`src/rtl/core_mem_pkg.sv`:
```
// rtl/core_mem_pkg.sv - shared data-command codes, arbiter state and source encodings
package core_mem_pkg;

    localparam logic [2:0] D_CMD_NONE  = 3'd0;
    localparam logic [2:0] D_CMD_READ  = 3'd1;
    localparam logic [2:0] D_CMD_WRITE = 3'd2;

    typedef enum logic [1:0] {
        ARB_IDLE    = 2'd0,
        ARB_REQ     = 2'd1,
        ARB_RD_WAIT = 2'd2
    } arb_state_e;

    typedef enum logic {
        SRC_INST = 1'b0,
        SRC_DATA = 1'b1
    } arb_src_e;

    // Every code other than READ/WRITE is treated as NONE.
    function automatic logic is_data_cmd(input logic [2:0] cmd);
        return (cmd == D_CMD_READ) || (cmd == D_CMD_WRITE);
    endfunction

endpackage

```
`src/rtl/core_mem_arb_pick.sv`:
```
// rtl/core_mem_arb_pick.sv - grant decision between fetch and data ports; ARB_FAIRNESS_EN adds a data-streak limit
module core_mem_arb_pick
    import core_mem_pkg::*;
#(
    parameter int MAX_DATA_STREAK = 4
) (
    input  logic       clk,
    input  logic       reset,
    input  logic       idle,
    input  logic       inst_start,
    input  logic [2:0] d_cmd,
    output logic       inst_ready,
    output logic       d_cmd_ready
);

    logic data_req;
    assign data_req = is_data_cmd(d_cmd);

`ifdef ARB_FAIRNESS_EN
    localparam int CW = $clog2(MAX_DATA_STREAK) + 1;
    localparam logic [CW-1:0] STREAK_MAX = CW'(MAX_DATA_STREAK);

    logic [CW-1:0] streak;
    logic          inst_turn;

    assign inst_turn = (streak == STREAK_MAX) && inst_start;

    always_comb begin
        inst_ready  = 1'b0;
        d_cmd_ready = 1'b0;
        if (idle) begin
            if (data_req && !inst_turn) begin
                d_cmd_ready = 1'b1;
            end else if (inst_start) begin
                inst_ready = 1'b1;
            end
        end
    end

    // Streak only counts data wins taken while a fetch was actually waiting.
    always_ff @(posedge clk or posedge reset) begin
        if (reset) begin
            streak <= '0;
        end else if (idle) begin
            if (!inst_start || inst_ready) begin
                streak <= '0;
            end else if (d_cmd_ready && (streak != STREAK_MAX)) begin
                streak <= streak + 1'b1;
            end
        end
    end
`else
    logic unused_pick;

    always_comb begin
        inst_ready  = idle && inst_start && !data_req;
        d_cmd_ready = idle && data_req;
    end

    assign unused_pick = &{1'b0, clk, reset, (MAX_DATA_STREAK > 0)};
`endif

endmodule

```
`src/rtl/core_mem_arbiter.sv`:
```
// rtl/core_mem_arbiter.sv - serialises fetch and data ports onto one req/gnt/rvalid memory; optional ARB_FAIRNESS_EN
module core_mem_arbiter
    import core_mem_pkg::*;
#(
    parameter int ADDR_WIDTH      = 32,
    parameter int DATA_WIDTH      = 32,
    parameter int MAX_DATA_STREAK = 4
) (
    input  logic                  clk,
    input  logic                  reset,
    input  logic                  inst_start,
    output logic                  inst_ready,
    input  logic [ADDR_WIDTH-1:0] i_addr,
    output logic [DATA_WIDTH-1:0] inst,
    output logic                  inst_valid,
    input  logic [2:0]            d_cmd,
    output logic                  d_cmd_ready,
    input  logic [ADDR_WIDTH-1:0] d_addr,
    input  logic [DATA_WIDTH-1:0] wdata,
    input  logic [DATA_WIDTH-1:0] wmask,
    output logic [DATA_WIDTH-1:0] rdata,
    output logic                  rdata_valid,
    output logic                  mem_req,
    output logic                  mem_we,
    output logic [ADDR_WIDTH-1:0] mem_addr,
    output logic [DATA_WIDTH-1:0] mem_wdata,
    output logic [DATA_WIDTH-1:0] mem_wmask,
    input  logic                  mem_gnt,
    input  logic [DATA_WIDTH-1:0] mem_rdata,
    input  logic                  mem_rvalid
);

    arb_state_e            state;
    arb_state_e            state_next;
    arb_src_e              src_q;
    logic                  we_q;
    logic [ADDR_WIDTH-1:0] addr_q;
    logic [DATA_WIDTH-1:0] wdata_q;
    logic [DATA_WIDTH-1:0] wmask_q;

    logic idle;
    logic pick_inst;
    logic pick_data;
    logic accept;
    logic resp_fire;

    assign idle = (state == ARB_IDLE);

    core_mem_arb_pick #(
        .MAX_DATA_STREAK(MAX_DATA_STREAK)
    ) u_pick (
        .clk        (clk),
        .reset      (reset),
        .idle       (idle),
        .inst_start (inst_start),
        .d_cmd      (d_cmd),
        .inst_ready (pick_inst),
        .d_cmd_ready(pick_data)
    );

    // State is already IDLE during reset, so the ready outputs need explicit masking.
    assign inst_ready  = pick_inst && !reset;
    assign d_cmd_ready = pick_data && !reset;
    assign accept      = pick_inst || pick_data;

    always_comb begin
        state_next = state;
        resp_fire  = 1'b0;
        case (state)
            ARB_IDLE: begin
                if (accept) begin
                    state_next = ARB_REQ;
                end
            end
            ARB_REQ: begin
                if (mem_gnt) begin
                    if (we_q) begin
                        state_next = ARB_IDLE;
                    end else if (mem_rvalid) begin
                        resp_fire  = 1'b1;
                        state_next = ARB_IDLE;
                    end else begin
                        state_next = ARB_RD_WAIT;
                    end
                end
            end
            ARB_RD_WAIT: begin
                if (mem_rvalid) begin
                    resp_fire  = 1'b1;
                    state_next = ARB_IDLE;
                end
            end
            default: begin
                state_next = ARB_IDLE;
            end
        endcase
    end

    always_ff @(posedge clk or posedge reset) begin
        if (reset) begin
            state <= ARB_IDLE;
        end else begin
            state <= state_next;
        end
    end

    always_ff @(posedge clk or posedge reset) begin
        if (reset) begin
            src_q   <= SRC_INST;
            we_q    <= 1'b0;
            addr_q  <= '0;
            wdata_q <= '0;
            wmask_q <= '0;
        end else if (accept) begin
            src_q   <= pick_data ? SRC_DATA : SRC_INST;
            we_q    <= pick_data && (d_cmd == D_CMD_WRITE);
            addr_q  <= pick_data ? d_addr : i_addr;
            wdata_q <= pick_data ? wdata : '0;
            wmask_q <= pick_data ? wmask : '0;
        end
    end

    always_ff @(posedge clk or posedge reset) begin
        if (reset) begin
            inst_valid  <= 1'b0;
            rdata_valid <= 1'b0;
            inst        <= '0;
            rdata       <= '0;
        end else begin
            inst_valid  <= resp_fire && (src_q == SRC_INST);
            rdata_valid <= resp_fire && (src_q == SRC_DATA);
            if (resp_fire && (src_q == SRC_INST)) begin
                inst <= mem_rdata;
            end
            if (resp_fire && (src_q == SRC_DATA)) begin
                rdata <= mem_rdata;
            end
        end
    end

    assign mem_req   = (state == ARB_REQ);
    assign mem_we    = we_q;
    assign mem_addr  = addr_q;
    assign mem_wdata = wdata_q;
    assign mem_wmask = wmask_q;

endmodule

```
`config.mk`:
```
export PLATFORM = sky130hd
export DESIGN_NAME = core_mem_arbiter
export DESIGN_NICKNAME = d
export VERILOG_FILES = /design/src/rtl/core_mem_pkg.sv /design/src/rtl/core_mem_arb_pick.sv /design/src/rtl/core_mem_arbiter.sv
export SDC_FILE = /design/constraint.sdc
export NUM_CORES = 1
export LEC_CHECK = 0
export BUFFER_PORTS_ARGS = -buffer_cell sky130_fd_sc_hd__buf_2
export CELL_PAD_IN_SITES_DETAIL_PLACEMENT = 2
export CELL_PAD_IN_SITES_GLOBAL_PLACEMENT = 2
export CORE_AREA = 2 2 154 156
export DETAILED_ROUTE_END_ITERATION = 8
export DIE_AREA = 0 0 156 158
export PLACE_DENSITY_LB_ADDON = 0.1
export SYNTH_ARGS = -nofsm -noshare
export SYNTH_HDL_FRONTEND = slang
export SYNTH_SLANG_ARGS = --single-unit
```
`constraint.sdc`:
```
create_clock -name clk -period 7.6 [get_ports clk]
set_input_delay 1.14 -clock clk [delete_from_list [all_inputs] [get_ports clk]]
set_output_delay 1.14 -clock clk [all_outputs]
set_load 0.01 [all_outputs]
```
==> metrics.txt <==
DR vias approximately 5.0k; static leakage 0.00475 uW; Cell Area, Synth approximately 6600 um^2; Crit Path Category in -> reg; HPWL after DPL 15,700 um; Design Area, Final approximately 9100 um^2; status complete, no violations; pre-CTS worst setup slack 3.74 ns; DIE AREA about 25,000 um^2; DIE HEIGHT 158 um; post-route clock period utilization between 40% and 50%; post-synth cell types 28; power density over cell area 431 nW/um^2; GRT overflow 0; hold_ws between 0.4 and 0.5 ns; syn_area_per_cell 15.8 um^2; largest net degree at the start of global routing 110; total CTS buffers 17; drt wl/cell 20.4 um; Layout area overhead 37.7%; DRC viols 0; core area 23,100 um^2; sequence of cells on the critical path buf_2, nand2b_1, nor2_4, buf_4, mux2_2, mux2_2; H-tree depth 4; Detailed Route Iter0 Violations 199; Layout Skew 0.0109 ns; CTS clk-pin slew, worst paths 0.06 ns; Fin. Hold Viols 0; postcts setup bufs 0; maximum VDD drop 0.000152 V; worst-margin pin slew roughly 1 ns; Synth Instances roughly 420; WL final 21,500 um; clock tree from TritonCTS built; Top cell by count, worst path mux2_2; min-delay worst type reg -> reg; Yosys reg bits 166; vias per cell 4.70; vias in the first global route 5,513; worst skew pair latency around 0.42 ns; Die W 156 um; max frequency 295 MHz; Final ANT Viol Nets 0; Worst EP arrival 3.69 ns; Max FO, Critical Path 60; Worst setup EP type flop; Period minus WS final 3.39 ns; Reg area 4150 um^2; clk sink count 166; GRT Total Usage between 10% and 20%; Synthesis Warnings 0; Final #Nets 921; initial antenna violation count 5; Buffers on Ports about 330; crit path buf inv count 2; Initial Utilization 28.5%; cts hold-fix bufs 0; multi-input logic area 2220 um^2; crit start category primary input; final setup fails 0; fin. max-slew vios 0; GP Congestion 0.737; Final Total Pwr 3900 uW; WP data required around 7.9 ns; IO Count between 300 and 400; fin worst setup slack ~4.2 ns; # Max-Cap Violations 0; fraction of layout cells with a size suffix above 1 65.7%; CP max-delay cell nor2_4; Rows 56; syn_nets 589; CP top delay family simple AND/OR/NAND/NOR gates; Seq/Total Area, Yosys 63.2%; Setup TNS 0 ns; FILL cells ~2.4k; RSZ-0062 raised after global routing no; Max Buffers Root-to-Sink 2; Resize count post-CTS 0; Worst slew margin 31.8%; DRT Pass-1 Iters 4; first-pass GRT wire length 32,800 um; CTS root buffer clkbuf_16; Critical Path Max Stage Delay 0.75 ns; Placement Cell Area 8480 um^2
[kinds of logic (layout without fill, tap and decap cells)]
family	count (synthesis)	in the layout	share of synthesized area, %
simple gates	14	14	1.37
flops	166	166	63.2
fa+ha+maj	4	4	0.761
mux	126	126	21.6
buf+inv	33	376	3.14
xor+xnor	1	1	0.247
other cells	0	3	0
compound gates	73	73	9.76
[sequential cells by signal, indices dropped and copies added (netlist names)]
register	count
state	2
mem_we	1
rdata	32
mem_wmask	32
inst	32
rdata_valid	1
src_q	1
mem_wdata	32
inst_valid	1
mem_addr	32
[power breakdown]
group | total, uW | internal (uW) | leakage (uW) | switching [uW]
Sequential | 1530 | 1310 | 0.00210 | 220
Clock | 856 | 485 | 0.000266 | 370
Combinational | 1520 | 739 | 0.00238 | 779
[synthesized netlist by cell type]
master      n  area share [%]
ha_1        4            0.76
nand4_1     1           0.095
mux2_2    125              21
a22o_1     65             8.7
dfrtp_1   166              63
a21o_1      1            0.11
inv_1       7            0.40
nor3b_1     2            0.23
or3_1       1           0.095
xnor2_2     1            0.25
o21ai_4     1            0.25
nor3_1      2            0.15
buf_6       7             1.2
buf_2      15             1.1
nand4b_1    1            0.13
o22ai_1     1           0.095
nor2_4      1            0.17
a31o_2      1            0.13
nand2b_1    3            0.29
nor2b_1     1           0.095
buf_4       3            0.34
nor2_1      1           0.057
o21ai_0     1           0.076
nand2_1     1           0.057
a221o_1     2            0.30
mux2i_1     1            0.15
o221ai_1    1            0.13
clkbuf_1    1           0.057
[metrics by stage]
step	util (%)	cells
after global placement	36.8	1020
after detailed placement	36.8	1020
after CTS	39.3	1050
after floorplan	-	417
final	39.3	1053
after global routing	39.3	1052
[placed cells by master (no fill, tap or decap), types with 2 or more instances in the layout]
cell,n
buf_4,6
clkinvlp_4,5
nor3_1,2
inv_6,4
mux2_2,125
nand2b_1,3
buf_2,333
diode_2,3
nor3b_1,2
clkbuf_16,17
ha_1,4
a22o_1,65
a221o_1,2
dfrtp_1,166
bufinv_16,2
inv_1,6
[layout make-up]
cell class / count / share of cell area, %
tap: 290 / 4.01
clock buffer: 17 / 4.70
inverter: 7 / 0.345
multi-input combinational: 218 / 24.5
sequential: 166 / 45.9
clock inverter: 13 / 1.64
antenna: 3 / 0.0829
timing repair buffer: 339 / 18.9
[worst reg2reg max path, cell delays in order, from the launching register on]
cell and delay [ns]:
dfrtp_1 0.38, inv_1 0.12, ha_1 0.31, nand2b_1 0.18
nor2_4 0.75, buf_4 0.75, mux2_2 0.47, mux2_2 0.26
[path summary, 6_finish.rpt]
kind | slack [ns] | from | end | cells after the start
worst min-delay path | 0.50 | mem_wmask[30]$_DFFE_PP0P_ | mem_wmask[30]$_DFFE_PP0P_ | 1
worst max register to register | 4.26 | state[1]$_DFFE_PP0P_ | mem_addr[31]$_DFFE_PP0P_ | 7
worst min register to register | 0.50 | mem_wmask[30]$_DFFE_PP0P_ | mem_wmask[30]$_DFFE_PP0P_ | 1
max in group asynchronous | 5.30 | reset | mem_wmask[19]$_DFFE_PP0P_ | 3
min in group asynchronous | 0.96 | reset | src_q$_DFFE_PP0P_ | 2
worst max-delay path | 4.21 | d_cmd[2] | mem_addr[31]$_DFFE_PP0P_ | 6
[per-layer routing]
| layer | GRT usage (%) | vias up | wire, um |
|---|---|---|---|
| li1 | - | 2193 | - |
| met1 | 19.0 | 2535 | 7770 |
| met2 | 32.1 | 198 | 11500 |
| met3 | 6.46 | 24 | 1790 |
| met4 | 5.72 | 4 | 395 |
| met5 | 0 | - | 25 |
(Power assumes the default switching activity.)
